[src/rtl/dcache_core_tag_ctrl.sv]
// Tag RAM controller for the dcache: lookup/hit compare, single-line tag updates, invalidate and flush sweeps.
// Lookup response 1 cycle after accept; requests refused while a sweep runs; flush writebacks stall on wb_accept_i.
// Reset is synchronous; with AUTO_INVAL set, the cache comes out of reset already sweeping.
module dcache_core_tag_ctrl #(
    parameter int INDEX_W    = 8,
    parameter int TAG_W      = 19,
    parameter int OFFSET_W   = 5,
    parameter bit AUTO_INVAL = 1'b1
) (
    input  logic               clk_i,
    input  logic               rst_i,
    input  logic               lookup_valid_i,
    input  logic [31:0]        lookup_addr_i,
    output logic               lookup_accept_o,
    output logic               resp_valid_o,
    output logic               resp_hit_o,
    output logic               resp_dirty_o,
    output logic [31:0]        resp_victim_addr_o,
    input  logic               upd_valid_i,
    input  logic [31:0]        upd_addr_i,
    input  logic               upd_tag_valid_i,
    input  logic               upd_tag_dirty_i,
    output logic               upd_accept_o,
    input  logic               inval_i,
    input  logic               flush_i,
    output logic               busy_o,
    output logic               done_o,
    output logic               wb_valid_o,
    output logic [31:0]        wb_addr_o,
    input  logic               wb_accept_i,
    output logic [INDEX_W-1:0] tag_addr0_o,
    input  logic [TAG_W+1:0]   tag_data0_i,
    output logic [INDEX_W-1:0] tag_addr1_o,
    output logic [TAG_W+1:0]   tag_data1_o,
    output logic               tag_wr1_o
);

    typedef enum logic [2:0] {
        IDLE,
        INVAL,
        FLUSH_RD,
        FLUSH_CHK,
        FLUSH_WB
    } state_t;

    state_t             state_q, state_d;
    logic [INDEX_W-1:0] idx_q, idx_d;
    logic [INDEX_W-1:0] lk_idx_q;
    logic [TAG_W-1:0]   lk_tag_q;
    logic [TAG_W-1:0]   wb_tag_q;
    logic               resp_vld_q;
    logic               done_q, done_d;
    logic               clear_adv;

    logic               entry_vld;
    logic               entry_dirty;
    logic [TAG_W-1:0]   entry_tag;
    logic               last_idx;
    logic               lookup_fire;
    logic               unused_addr_bits;

    assign entry_vld   = tag_data0_i[TAG_W+1];
    assign entry_dirty = tag_data0_i[TAG_W];
    assign entry_tag   = tag_data0_i[TAG_W-1:0];
    assign last_idx    = &idx_q;
    assign lookup_fire = lookup_valid_i && (state_q == IDLE);

    // Byte offset within a line never affects tag state.
    assign unused_addr_bits = ^{lookup_addr_i[OFFSET_W-1:0], upd_addr_i[OFFSET_W-1:0]};

    // Hit/dirty come straight off the RAM read port; the RAM is write-first,
    // so a same-cycle update to the looked-up index is already reflected here.
    assign resp_valid_o       = resp_vld_q;
    assign resp_hit_o         = resp_vld_q && entry_vld && (entry_tag == lk_tag_q);
    assign resp_dirty_o       = resp_vld_q && entry_vld && entry_dirty;
    assign resp_victim_addr_o = resp_vld_q ? {entry_tag, lk_idx_q, {OFFSET_W{1'b0}}} : '0;

    assign busy_o     = (state_q != IDLE);
    assign done_o     = done_q;
    assign wb_valid_o = (state_q == FLUSH_WB);
    assign wb_addr_o  = {wb_tag_q, idx_q, {OFFSET_W{1'b0}}};

    always_comb begin
        state_d         = state_q;
        idx_d           = idx_q;
        done_d          = 1'b0;
        clear_adv       = 1'b0;
        lookup_accept_o = 1'b0;
        upd_accept_o    = 1'b0;
        tag_addr0_o     = idx_q;
        tag_addr1_o     = idx_q;
        tag_data1_o     = '0;
        tag_wr1_o       = 1'b0;

        case (state_q)
            IDLE: begin
                lookup_accept_o = 1'b1;
                upd_accept_o    = 1'b1;
                tag_addr0_o     = lookup_addr_i[OFFSET_W +: INDEX_W];
                tag_addr1_o     = upd_addr_i[OFFSET_W +: INDEX_W];
                tag_data1_o     = {upd_tag_valid_i, upd_tag_dirty_i, upd_addr_i[31 -: TAG_W]};
                tag_wr1_o       = upd_valid_i;
                if (inval_i) begin
                    state_d = INVAL;
                    idx_d   = '0;
                end else if (flush_i) begin
                    state_d = FLUSH_RD;
                    idx_d   = '0;
                end
            end
            INVAL: begin
                tag_wr1_o = 1'b1;
                idx_d     = idx_q + 1'b1;
                if (last_idx) begin
                    state_d = IDLE;
                    done_d  = 1'b1;
                end
            end
            FLUSH_RD:  state_d = FLUSH_CHK;
            FLUSH_CHK: begin
                if (entry_vld && entry_dirty) state_d = FLUSH_WB;
                else                          clear_adv = 1'b1;
            end
            FLUSH_WB:  clear_adv = wb_accept_i;
            default:   state_d = IDLE;
        endcase

        if (clear_adv) begin
            tag_wr1_o = 1'b1;
            idx_d     = idx_q + 1'b1;
            state_d   = last_idx ? IDLE : FLUSH_RD;
            done_d    = last_idx;
        end
    end

    always_ff @(posedge clk_i) begin
        if (rst_i) begin
            if (AUTO_INVAL) state_q <= INVAL;
            else            state_q <= IDLE;
            idx_q      <= '0;
            lk_idx_q   <= '0;
            lk_tag_q   <= '0;
            wb_tag_q   <= '0;
            resp_vld_q <= 1'b0;
            done_q     <= 1'b0;
        end else begin
            state_q    <= state_d;
            idx_q      <= idx_d;
            done_q     <= done_d;
            resp_vld_q <= lookup_fire;
            if (lookup_fire) begin
                lk_idx_q <= lookup_addr_i[OFFSET_W +: INDEX_W];
                lk_tag_q <= lookup_addr_i[31 -: TAG_W];
            end
            if (state_q == FLUSH_CHK) wb_tag_q <= entry_tag;
        end
    end

endmodule

[config.mk]
export PLATFORM = sky130hd
export DESIGN_NAME = dcache_core_tag_ctrl
export DESIGN_NICKNAME = d
export VERILOG_FILES = /design/src/rtl/dcache_core_tag_ctrl.sv
export SDC_FILE = /design/constraint.sdc
export NUM_CORES = 1
export LEC_CHECK = 0
export CORE_UTILIZATION = 37
export CTS_BUF_LIST = sky130_fd_sc_hd__clkbuf_16
export CTS_CLUSTER_SIZE = 40
export DETAILED_ROUTE_END_ITERATION = 16
export PLACE_DENSITY = 0.91
export RECOVER_POWER = 50
export SYNTH_ARGS = -nofsm -noshare
export SYNTH_HDL_FRONTEND = slang
export SYNTH_SLANG_ARGS = --single-unit
[constraint.sdc]
create_clock -name clk_i -period 2.8 [get_ports clk_i]
set_input_delay 0.84 -clock clk_i [delete_from_list [all_inputs] [get_ports clk_i]]
set_output_delay 0.84 -clock clk_i [all_outputs]
set_load 0.05 [all_outputs]
# ---- Yosys cells after proc, flatten, opt, wreduce, memory -nomap -nowiden
# Index checks and enable logic that the tools add are counted.
dict set report word_totals {
  output_inout_bits 110
  word_cells 51
  reg_bits 59
}
dict set report classes {
  n_mux 23
  n_reduce_logical 11
  n_eq_ne 9
  addsub 1
}
# operator count
set ops {}
lappend ops {{$mux 8} 5}
lappend ops {{$mux 32} 1}
lappend ops {{$mux 21} 1}
lappend ops {{$eq 19x19->1} 1}
lappend ops {{$pmux 8 s2} 1}
lappend ops {{$mux 3} 5}
lappend ops {{$pmux 3 s5} 1}
lappend ops {{$add 8x1->8 const B} 1}
lappend ops {{$reduce_and 8->1} 1}
lappend ops {{$eq 3x2->1 const B} 2}
lappend ops {{$mux 1} 6}
lappend ops {{$ne 3x3->1 const B} 2}
lappend ops {{$reduce_bool 3->1} 2}
lappend ops {{$logic_and 1x1->1} 5}
lappend ops {{$ne 4x4->1 const B} 1}
lappend ops {{$pmux 1 s2} 2}
lappend ops {{$reduce_and 4->1} 1}
lappend ops {{$eq 3x1->1 const B} 1}
lappend ops {{$eq 3x3->1 const B} 1}
lappend ops {{$logic_not 3->1} 1}
lappend ops {{$mux 2} 1}
lappend ops {{$ne 2x1->1 const B} 1}
lappend ops {{$reduce_and 2->1} 1}

# ---- Depth between registers and ports, before layout
dict set report logic_depth {
  ltp_word 5
  ltp_mapped 7
  mapped_depth_nobuf 4
}

# ---- Least setup slack after synthesis
# OpenSTA, ideal clock, no wires.
dict set report synth_timing {
  path_type {input -> output}
  from {input port tag_data0_i[3]}
  to {output port resp_hit_o}
  required_time_ns 1.960
  n_path_buf 0
  arrival_time_ns 3.070
  cell_stages 4
  slack_ns -1.110
  path_cell_list {xnor2_1 nand3_1 or4_1 nor4_1}
}
dict set report synth_via {
  elab_chain_cells 2
}
# element line_no
set synth_lines {}
lappend synth_lines {{start, declared} 32} ;# input logic [TAG_W+1:0] tag_data0_i,
lappend synth_lines {{$eq 19x19->1} 74} ;# assign resp_hit_o = resp_vld_q && entry_vld && (entry_tag == lk_tag_q);
lappend synth_lines {{$logic_and 1x1->1} 74}
lappend synth_lines {{end, declared} 16} ;# output logic resp_hit_o,
# Every way passes these cells.

# ---- Final worst setup path
# Ends and elaborated chain as after synthesis.

==> reports/results.tsv <==
stage	metric	value	unit
run_status	status	finished, violations left	
run_status	violations	setup timing	
routing	ant_nets	0	
power	ir_drop	0.3482	mV
power	p_total	2.326	mW
clock_tree	clk_pin_slew	0.05	ns
synthesis	synth_top_area_share	37.84	%
die	fp.dieH	93.86	um
die	fp.dieW	93.86	um
die	rows	33	
synthesis	syn_area	3122	sq um
clock_tree	cts_hold_buf	0	
clock_tree	clkLatencyLatePin	0.32	ns
timing	fmax	343.9	MHz
place	dp_cells	694	
timing	worst_slew_pin_slew	0.9594	ns
power	p_leak	2.374	nW
timing	maxSlewHeadroom	35.89	%
routing	drtIter0Drc	107	
setup_path	ff2ff_path_depth	5	
clock_tree	cts_tree	done	
setup_path	crit_arrival	2.07	ns
layout	n_antenna_cell	0	
clock_tree	clock_path_buffers	2	
routing	drt_pass1_iterations	5	
timing	whs	0.4519	ns
synthesis	synthSimpleGateAreaFrac	35.35	%
synthesis	synth_cell_types	42	
routing	wl_per_cell	16.10	um
power	pwr-share-seq	36.8	%
setup_path	worst-path-buf-inv	2	
setup_path	endpoint_kind	output pin	
synthesis	yosysTopAreaCell	dfxtp_1	
layout	drive_gt1_share	21.12	%
power	power_per_cell_area	395.2	nW/um^2
layout	nFillCells	569	
setup_path	critical_path.cell_chain	buf_8 -> xnor2_2 -> nand3_1 -> or4_4 -> nor4_4 -> buf_12	
synthesis	synthTopCellsByArea	dfxtp_1, nand2_1, and2_1, a21oi_1, xnor2_1	
synthesis	synth-xor-area-share	5.892	%
timing	finClkSkew	0.008247	ns
setup_path	cp-endpoint	resp_hit_o	
power	switching_share	23.91	%
die	start_util	38.18	%
timing	rsz0062_at_grt	yes	
layout	final_cells	711	
worst_hold_path	worstHoldStart	lk_idx_q[7]	
timing	finalCritPeriodShare	103.8	%
clock_tree	clock-root-buffer	clkbuf_16	
synthesis	synth_edf_count	0	
synthesis	synth_compound_area_share	13.19	%
setup_path	critical_path.top_delay_family	simple AND/OR/NAND/NOR gates	
setup_path	reg2reg_from	state_q[2]	
setup_path	cp_max_fo	3	
setup_path	cp-start-kind	input pin	
layout	nNetsFinal	696	
grt	antenna_found_initial	0	
synthesis	ys_seq_area_share	37.84	%
grt	gr-usage-all-layers	26.08	%
grt	grt_pass1_vias	3682	
setup_path	slowest_delay	0.51	ns
timing	finalCriticalPeriod	2.908	ns
power	net-switching-power	556.0	uW
setup_path	worstPathRequired	1.96	ns
power	p_clk_share	48.9	%
die	dieArea	8809	sq um
synthesis	ys.flop_type	dfxtp_1	
timing	setup_tns	-0.1077	ns
synthesis	synth-async-reset-ratio	0	%
synthesis	synth_seq_cells	59	
synthesis	syn_avg_cell_area	7.468	sq um
setup_path	rrSetupSlack	0.47	ns
power	internal-power	1.770	mW
die	fp.coreArea	8175	sq um
routing	viasPerCell	5.110	
setup_path	startpoint	tag_data0_i[3]	
synthesis	syn_inst	418	
die	ioPinCount	204	
routing	num_vias	3633	
timing	layout_setup_ws	-0.1077	ns
synthesis	synth.area.mux_share	0	%
grt	grt_overflow	0	
place	dp_hpwl	8797	um
clock_tree	htree_levels	3	
routing	route.detailed.drc	0	
synthesis	synth_fa_ha_area_share	0.4008	%
clock_tree	cts_buffers	9	
routing	totalWireLength	11450	um
synthesis	synth_top_family_by_area	simple AND/OR/NAND/NOR gates	
setup_path	cp.depth	6	
worst_hold_path	hold_path_class	register to register	
power	p_comb_share	14.3	%
layout	area_growth	88.50	%
timing	finalMaxSlewViolations	0	
place	place_congestion	0.8989	
job	cap_violations	0	
grt	grt_max_degree	42	
synthesis	ys_warn_count	0	
setup_path	r2r_end	lk_tag_q[0]	
timing	hold_viol	0	
clock_tree	cts_sinks	59	
place	io_buffers	183	
timing	finalSetupViolCount	1	
setup_path	slowest_stage	or4_4	
grt	grt_pass1_wl	17550	um
setup_path	path_class	input pin to output pin	
placed cells by master (no fill, tap or decap), drive strengths merged, types with 2 or more instances in the layout:
cell	instances
dlymetal6s2s	5
inv	3
a22o	3
dfxtp	59
xnor2	19
nor3b	3
clkdlybuf4s50	86
nand2	135
nor2	10
nand3	9
and3	2
and2	52
nor3	5
conb	10
xor2	2
o21ai	7
a221o	3
buf	92
clkbuf	13
nand3b	2
dlygate4sd3	3
dlygate4sd2	8
a21oi	48
bufinv	2
clkinv	3
a211oi	2
nand4	6
worst register-to-register path: cells and delay by family, from the launching register on:
family / cells / cell delay [ns]
AOI/OAI and AO/OA: 1 / 0.09
buffers and inverters: 1 / 0.41
and+or+nand+nor: 3 / 1.26
DFF: 1 / 0.41
layer usage:
layer  vias to the layer above  part of all wire [%]  track usage (%)
met1                      1678                    34            24.70
li1                       1722                     -                -
met5                         -                     0                0
met3                        34                   8.8            7.848
met2                       199                    54            49.57
met4                         0                   3.6            14.23
worst min path at each step:
stage | endpoint | slack, ns | cells after the start
after CTS | lk_idx_q[7] | 0.45 | 2
after floorplan | lk_idx_q[0] | 0.43 | 2
after global placement | lk_idx_q[5] | 0.44 | 2
after global routing | lk_idx_q[3] | 0.48 | 2
after detailed placement | lk_idx_q[7] | 0.44 | 2
final | lk_idx_q[7] | 0.45 | 2
per-stage QoR:
step                      setup WS [ns]  cell area, sq um  utilization [%]
after floorplan                 -0.1273              3174                -
after global placement          -0.5509              5510            67.40
after detailed placement        -0.5687              5510            67.40
after CTS                       -0.1979              5852            71.58
after global routing            -0.2012              5884            71.98
final                           -0.1077              5884            71.98
area by class of cell:
cell class | instances | area, sq um | area share (%)
Timing Repair Buffer | 199 | 2430 | 41.29
Inverter | 2 | 7.507 | 0.1276
Tap cell | 105 | 131.4 | 2.233
Clock inverter | 7 | 85.08 | 1.446
Clock buffer | 9 | 225.2 | 3.827
Multi-Input combinational cell | 330 | 1824 | 31.00
Sequential cell | 59 | 1181 | 20.07
Yosys cell counts, types with 3 or more instances:
master    count
nand2_1     134
dfxtp_1      59
and2_1       52
a21oi_1      48
xnor2_1      19
buf_4        14
clkbuf_1     12
nand3_1       9
nor2_1        9
o21ai_0       7
buf_2         6
nand4_1       6
nor3_1        4
a22o_1        3
buf_6         3
power by group through the flow:
| stage | Combinational, mW | Clock, mW | Sequential, mW |
|---|---|---|---|
| CTS | 0.330 | 1.16 | 0.855 |
| floorplan | 0.132 | 0 | 0.891 |
| finish | 0.333 | 1.14 | 0.856 |
| detailed placement | 0.328 | 0 | 0.873 |
| global placement | 0.324 | 0 | 0.872 |
| global route | 0.349 | 1.20 | 0.856 |
cells by family (layout without fill, tap and decap cells):
kind of cell / after synthesis / in the layout
simple gates: 229 / 229
compound gates: 69 / 69
flops: 59 / 59
buf+inv: 38 / 217
xor+xnor: 21 / 21
fa+ha+maj: 1 / 1
other cells: 1 / 10
registers in the layout, indices dropped and copies added, names as in the netlist:
signal,count
resp_valid_o,1
lk_idx_q,8
state_q,3
wb_tag_q,19
done_o,1
lk_tag_q,19
idx_q,8
timing repair:
action	in CTS	in global routing
buffers inserted	1	0
pin swaps	14	8
endpoints found under the setup margin	2	2
gates resized for setup	49	16
(Power assumes the default switching activity.)
